--- src/rtl/bp_me_mem_cmd_burst_collector.sv ---
// bp_me_mem_cmd_burst_collector: gathers a mem_cmd header plus its dword beats into one wide message
// Holds a single message; collection and send never overlap.
module bp_me_mem_cmd_burst_collector #(
    parameter int header_width_p = 64,
    parameter int data_width_p = 64,
    parameter int block_width_p = 512,
    parameter int size_lsb_p = 0,
    parameter int size_width_p = 3,
    parameter int msg_type_lsb_p = 3,
    parameter int msg_type_width_p = 4,
    parameter logic [(2**msg_type_width_p)-1:0] data_type_mask_p = 16'h0006
) (
    input  logic                      clk_i,
    input  logic                      reset_n_i,
    input  logic [header_width_p-1:0] mem_cmd_header_i,
    input  logic                      mem_cmd_header_v_i,
    output logic                      mem_cmd_header_ready_o,
    input  logic [data_width_p-1:0]   mem_cmd_data_i,
    input  logic                      mem_cmd_data_v_i,
    output logic                      mem_cmd_data_ready_o,
    output logic [header_width_p-1:0] msg_header_o,
    output logic [block_width_p-1:0]  msg_data_o,
    output logic                      msg_v_o,
    input  logic                      msg_ready_i
);
    localparam int nb_lp = block_width_p / data_width_p;
    localparam int cw_lp = $clog2(nb_lp) + 1;

    typedef enum logic [1:0] {e_ready, e_data, e_send} state_e;

    state_e state, state_n;
    logic [cw_lp-1:0] cnt, beats_r, beats_n;
    logic [size_width_p-1:0] size;
    logic [msg_type_width_p-1:0] msg_type;
    logic [31:0] blk_bits, beats_raw;
    logic has_data, hdr_hs, data_hs, last_beat;

    assign size = mem_cmd_header_i[size_lsb_p +: size_width_p];
    assign msg_type = mem_cmd_header_i[msg_type_lsb_p +: msg_type_width_p];
    assign has_data = data_type_mask_p[msg_type];
    assign blk_bits = 32'd8 << size;
    assign beats_raw = blk_bits / 32'(data_width_p);
    // sub-dword sizes still need one beat; oversize requests saturate at a full block
    assign beats_n = (beats_raw == 32'd0) ? cw_lp'(1)
                   : (beats_raw > 32'(nb_lp)) ? cw_lp'(nb_lp) : beats_raw[cw_lp-1:0];

    assign hdr_hs = mem_cmd_header_v_i && state == e_ready;
    assign data_hs = mem_cmd_data_v_i && state == e_data;
    assign last_beat = cnt == beats_r - cw_lp'(1);

    assign mem_cmd_header_ready_o = reset_n_i && state == e_ready;
    assign mem_cmd_data_ready_o = state == e_data;
    assign msg_v_o = state == e_send;

    always_comb begin
        state_n = state;
        if (hdr_hs) state_n = has_data ? e_data : e_send;
        if (data_hs && last_beat) state_n = e_send;
        if (state == e_send && msg_ready_i) state_n = e_ready;
    end

    always_ff @(posedge clk_i or negedge reset_n_i) begin
        if (!reset_n_i) begin
            state <= e_ready;
            cnt <= '0;
            beats_r <= '0;
            msg_header_o <= '0;
            msg_data_o <= '0;
        end else begin
            state <= state_n;
            if (hdr_hs) begin
                msg_header_o <= mem_cmd_header_i;
                msg_data_o <= '0;
                cnt <= '0;
                beats_r <= beats_n;
            end
            if (data_hs) begin
                cnt <= cnt + cw_lp'(1);
                for (int k = 0; k < nb_lp; k++)
                    if (cnt == cw_lp'(k)) msg_data_o[k*data_width_p +: data_width_p] <= mem_cmd_data_i;
            end
        end
    end
endmodule

--- config.mk ---
export PLATFORM = sky130hd
export DESIGN_NAME = bp_me_mem_cmd_burst_collector
export DESIGN_NICKNAME = d
export VERILOG_FILES = /design/src/rtl/bp_me_mem_cmd_burst_collector.sv
export SDC_FILE = /design/constraint.sdc
export NUM_CORES = 1
export LEC_CHECK = 0
export CORE_AREA = 2 2 278 280
export CTS_CLUSTER_DIAMETER = 60
export DETAILED_ROUTE_END_ITERATION = 7
export DIE_AREA = 0 0 280 282
export PLACE_DENSITY_LB_ADDON = 0.15
export SLEW_MARGIN = 30
export SYNTH_ARGS = -nofsm -noshare
export SYNTH_HDL_FRONTEND = slang
export SYNTH_SLANG_ARGS = --single-unit
--- constraint.sdc ---
create_clock -name clk_i -period 4.75 [get_ports clk_i]
set_input_delay 0.95 -clock clk_i [delete_from_list [all_inputs] [get_ports clk_i]]
set_output_delay 0.95 -clock clk_i [all_outputs]
set_load 0.05 [all_outputs]
-- Word-level counts from Yosys, hierarchy flattened
Memories as Yosys holds them, arrays and structs flattened.
Index checks and enable logic that the tools add are counted.
- $add $sub $neg: 2
- magnitude comparators: 2
- equality and inequality tests: 10
- shifts and indexed selects: 1
- muxes and demuxes: 19
- reduce and logical (&&, ||, !) cells: 10
- operator list (operator ; count):
    512-bit two-way mux ; 2
    64-bit two-way mux ; 8
    32-bit zero test ; 1
    4-bit by 3-bit << shifter with 32-bit output, first input constant ; 1
    26-bit by 4-bit greater-than comparator with 1-bit output, second input constant ; 1
    4-bit by 3-bit equality test with 1-bit output, second input constant ; 4
    4-bit two-way mux ; 4
    4-bit by 2-bit equality test with 1-bit output, second input constant ; 2
    2-bit two-way mux ; 4
    1-bit logical AND ; 5
    4-bit by 5-bit < comparator with 1-bit output, second input constant ; 1
    4-bit by 1-bit adder with 4-bit output, second input constant ; 1
    4-bit by 1-bit equality test with 1-bit output, second input constant ; 1
    4-bit equality test ; 1
    4-bit zero test ; 1
    4-bit by 1-bit subtractor with 4-bit output, second input constant ; 1
    3-bit nonzero test ; 1
    2-bit by 1-bit equality test with 1-bit output, second input constant ; 1
    2-bit equality test, second input constant ; 1
    2-bit zero test ; 1
    2-bit nonzero test ; 1
    1-bit two-way mux ; 1
- register bits: 586
- ROM bits: 16
- input port bits: 133
- output and inout bits: 579
- logic and storage cells: 50
- memories kept: 1
- memories (name ; depth ; bits a word ; rd ports ; clocked after Yosys merged registers in ; wr ports ; RTL line ; source):
    (no name shown) ; 16 ; 1 ; 1 ; 0 ; 0 ; 40 ; assign has_data = data_type_mask_p[msg_type];

-- Longest topological paths before layout
- word-level depth: 6
- depth in mapped cells: 7

-- Worst setup path before layout
No wires, ideal clock.
- path type: input -> output
- start: in reset_n_i
- end: out mem_cmd_header_ready_o
- arrival: 1357 ps
- required time: 3800 ps
- slack: 2443 ps
- stages on the path: 1
- path buffers: 0
- cell sequence: and2_1
- longest elaborated chain between the ends: 1
- RTL lines (item ; RTL line ; source):
    start, declared ; 14 ; input logic reset_n_i,
    1-bit logical AND ; 51 ; assign mem_cmd_header_ready_o = reset_n_i && state == e_ready;
    end, declared ; 17 ; output logic mem_cmd_header_ready_o,
Every way passes these cells.

-- Final worst setup path
- start: reg state[0]
- end: out mem_cmd_header_ready_o
- longest elaborated chain between the ends: 2
- RTL lines (item ; RTL line ; source):
    start, declared ; 31 ; state_e state, state_n;
    start signal, assigned ; 64 ; state <= e_ready;
    start signal, assigned ; 70 ; state <= state_n;
    2-bit zero test ; 51 ;
    1-bit logical AND ; 51 ;
Every way passes these cells.

==> results.yml <==
critical_path:
  r2r_cells: 4
  timing.rr.end: "msg_data_o[385]"
  crit_type: "reg2out"
  cp-start-kind: "register"
  reg2reg_from: "state[1]"
  path_cells: "nor2_1, and2_1, clkdlybuf4s50_1"
  cpLargestDelayFamily: "buffers and inverters"
  cp.arrival_ns: 2.32
  end_kind: "primary output"
  cp_slowest_cell: "clkdlybuf4s50_1"
  slowest_delay_ns: 0.81
  startpoint: "state[0]"
  cp.required_ns: 3.80
  critPathMaxFanout: 9
  path_buf_inv: 1
  reg2reg_slack_ns: 2.36
synthesis:
  yosys.cell_types.count: 32
  synth_area_leaders: "dfrtp_1 (61%), mux2i_1 (22%), nand2_1 (8.2%), mux2_2 (3.0%), inv_1 (1.1%)"
  syn_nets: 2061
  yosysTopAreaCell: "dfrtp_1"
  synth-seq-cells: 586
  synthCells: 1923
  seq_area_frac_synth_pct: 61.4
  netlist_area_um2: 23900
  yosysWarnings: 0
  synth.top_cell.area_share_pct: 61.4
  syn_area_per_cell_um2: 12.4
cells_and_area:
  fill_cells: 6914
  area_delta_synth_final_pct: 43.4
  layout_common_cells: "clkdlybuf4s50_1 (710), dfrtp_1 (586), nand2_1 (523)"
  seq_area_um2: 14700
  final_common_cell: "clkdlybuf4s50_1"
  final_util_pct: 45.2
  fin_area_um2: 34200
  final_cells: 3643
  drive_above_1_share_pct: 7.62
  multi_input_area_um2: 8200
  layout.nets: 2754
clock_network:
  path_clk_slew_ns: 0.06
  postCtsHoldBufs: 0
  cts.sinks: 586
  h-tree-depth: 3
  cts_tree: "yes"
  cts_root_buffer: "clkbuf_16"
  ctsResizeCount: 0
  cts_setup_buffers: 0
  clk_latency_ns: 0.60
  cts-buffers-inserted: 71
  clk_path_buf_depth: 3
floorplanning:
  num_rows: 101
  initial_core_util_pct: 31.5
  die_height_um: 282
  die_w_um: 280
  num_io_pins: 712
  core-area_um2: 75700
  dieArea_um2: 79000
placement:
  place_ws_ns: 1.36
  dp_hpwl_um: 55400
  dp_cells: 3518
  portBuffers: 711
  postPlaceCellArea_um2: 31900
  gp_congestion: 0.814
sta:
  hold_slack_ns: 0.243
  period_needed_ns: 3.27
  worst_pin_slew_ns: 0.958
  setup_viol: 0
  hold_violations: 0
  max-slew-margin-rel_pct: 36.1
  finalCritPeriodShare_pct: 68.8
  layout_setup_ws_ns: 1.48
  skew_ns: 0.0220
  rsz0062_at_grt: "no"
  slew_viol_final: 0
  setup_tns_ns: 0
  fmax_mhz: 306
routing:
  avgRoutedWirePerCell_um: 22.5
  vias: 17000
  viasPerCell: 4.65
  first_iter_violations: 1011
  drtAntennaViolNets: 0
  route.detailed.drc: 0
  dr.pass1.iters: 4
  drt_wl_total_um: 81800
outcome:
  status: "complete, no violations"
grt:
  globalRouteOverflowTotal: 0
  grt_max_degree: 161
  grt_pass1_wl_um: 120000
  grt_pass1_vias: 18100
  antenna_found_initial: 2
  grtUsageTotal_pct: 20.3
pwr:
  power_density_nw_per_um2: 639
  ir_drop_v: 0.000458
  leakagePower_nw: 16.2
  finalPower_mw: 21.9
run:
  cap_viol_max_count: 0
hold_path:
  hp-class: "in2async"
==> power by group <==
group	internal (mW)	total, mW	switching [mW]
registers	6.18	6.87	0.689
clock network	3.22	5.39	2.17
logic	3.06	9.64	6.58
==> per-layer routing <==
layer / GRT usage, % / up-vias / share of wire, %
li1: - / 7730 / -
met1: 24.4 / 8572 / 40
met2: 34.4 / 516 / 50
met3: 5.58 / 139 / 6.5
met4: 8.41 / 0 / 3.9
met5: 0 / - / 0
==> final cells by class <==
class	count	share of cell area, %
Antenna cell	2	0.0146
Clock buffer	102	5.88
Clock inverter	18	0.742
Inverter	70	0.767
Multi-Input combinational cell	1144	23.9
Sequential cell	586	42.8
Tap cell	978	3.57
Timing Repair Buffer	743	22.3
==> registers in the layout (all words and copies together), names as in the netlist <==
register,count
cnt,4
msg_data_o,512
state,2
beats_r,4
msg_header_o,64
==> cell families (layout without fill, tap and decap cells) <==
family	Yosys count	count (layout)	share of synthesized area, %
AOI/OAI and AO/OA	10	10	0.267
xor gates and xnor gates	6	6	0.278
adders and majority gates	5	5	0.262
buffers and inverters	193	933	4.37
DFF	586	586	61.4
muxes	577	577	24.5
other	0	2	0
and+or+nand+nor	546	546	8.90
==> how the worst max path moves through the flow <==
stage	endpoint	cells after the start	slack (ns)
2_1_floorplan	mem_cmd_header_ready_o	1	2.44
3_3_place_gp	msg_data_o[414]	5	1.42
3_5_place_dp	msg_data_o[477]	5	1.36
4_1_cts	mem_cmd_header_ready_o	3	1.41
5_1_grt	mem_cmd_header_ready_o	3	1.39
6_report	mem_cmd_header_ready_o	3	1.48
==> Yosys cell counts <==
| master | count |
|---|---|
| nor2b_1 | 2 |
| and2_1 | 1 |
| nand2_1 | 523 |
| o211ai_1 | 1 |
| o311ai_0 | 1 |
| dfrtp_1 | 586 |
| xnor3_1 | 1 |
| o41ai_1 | 1 |
| xnor2_1 | 3 |
| buf_6 | 21 |
| inv_1 | 70 |
| mux2_2 | 63 |
| o22a_1 | 1 |
| ha_1 | 5 |
| and3b_1 | 1 |
| buf_4 | 34 |
| nand3_1 | 2 |
| nor4_2 | 1 |
| o21ai_0 | 4 |
| nor3_1 | 1 |
| clkbuf_1 | 38 |
| nor2_1 | 1 |
| or3b_1 | 1 |
| nand3b_1 | 6 |
| buf_2 | 27 |
| buf_1 | 3 |
| xor2_1 | 2 |
| and4bb_2 | 1 |
| and3_1 | 4 |
| nand4_1 | 2 |
| o21ai_1 | 2 |
| mux2i_1 | 514 |
==> worst reg2reg max path: cells and delay by family, from the launching register on <==
family,cells,cell delay [ns]
AND/OR/NAND/NOR,2,1.06
flip-flops,1,0.46
buffers and inverters,1,0.41
multiplexers,1,0.36
Note: power is estimated with default switching activity, not from simulation.
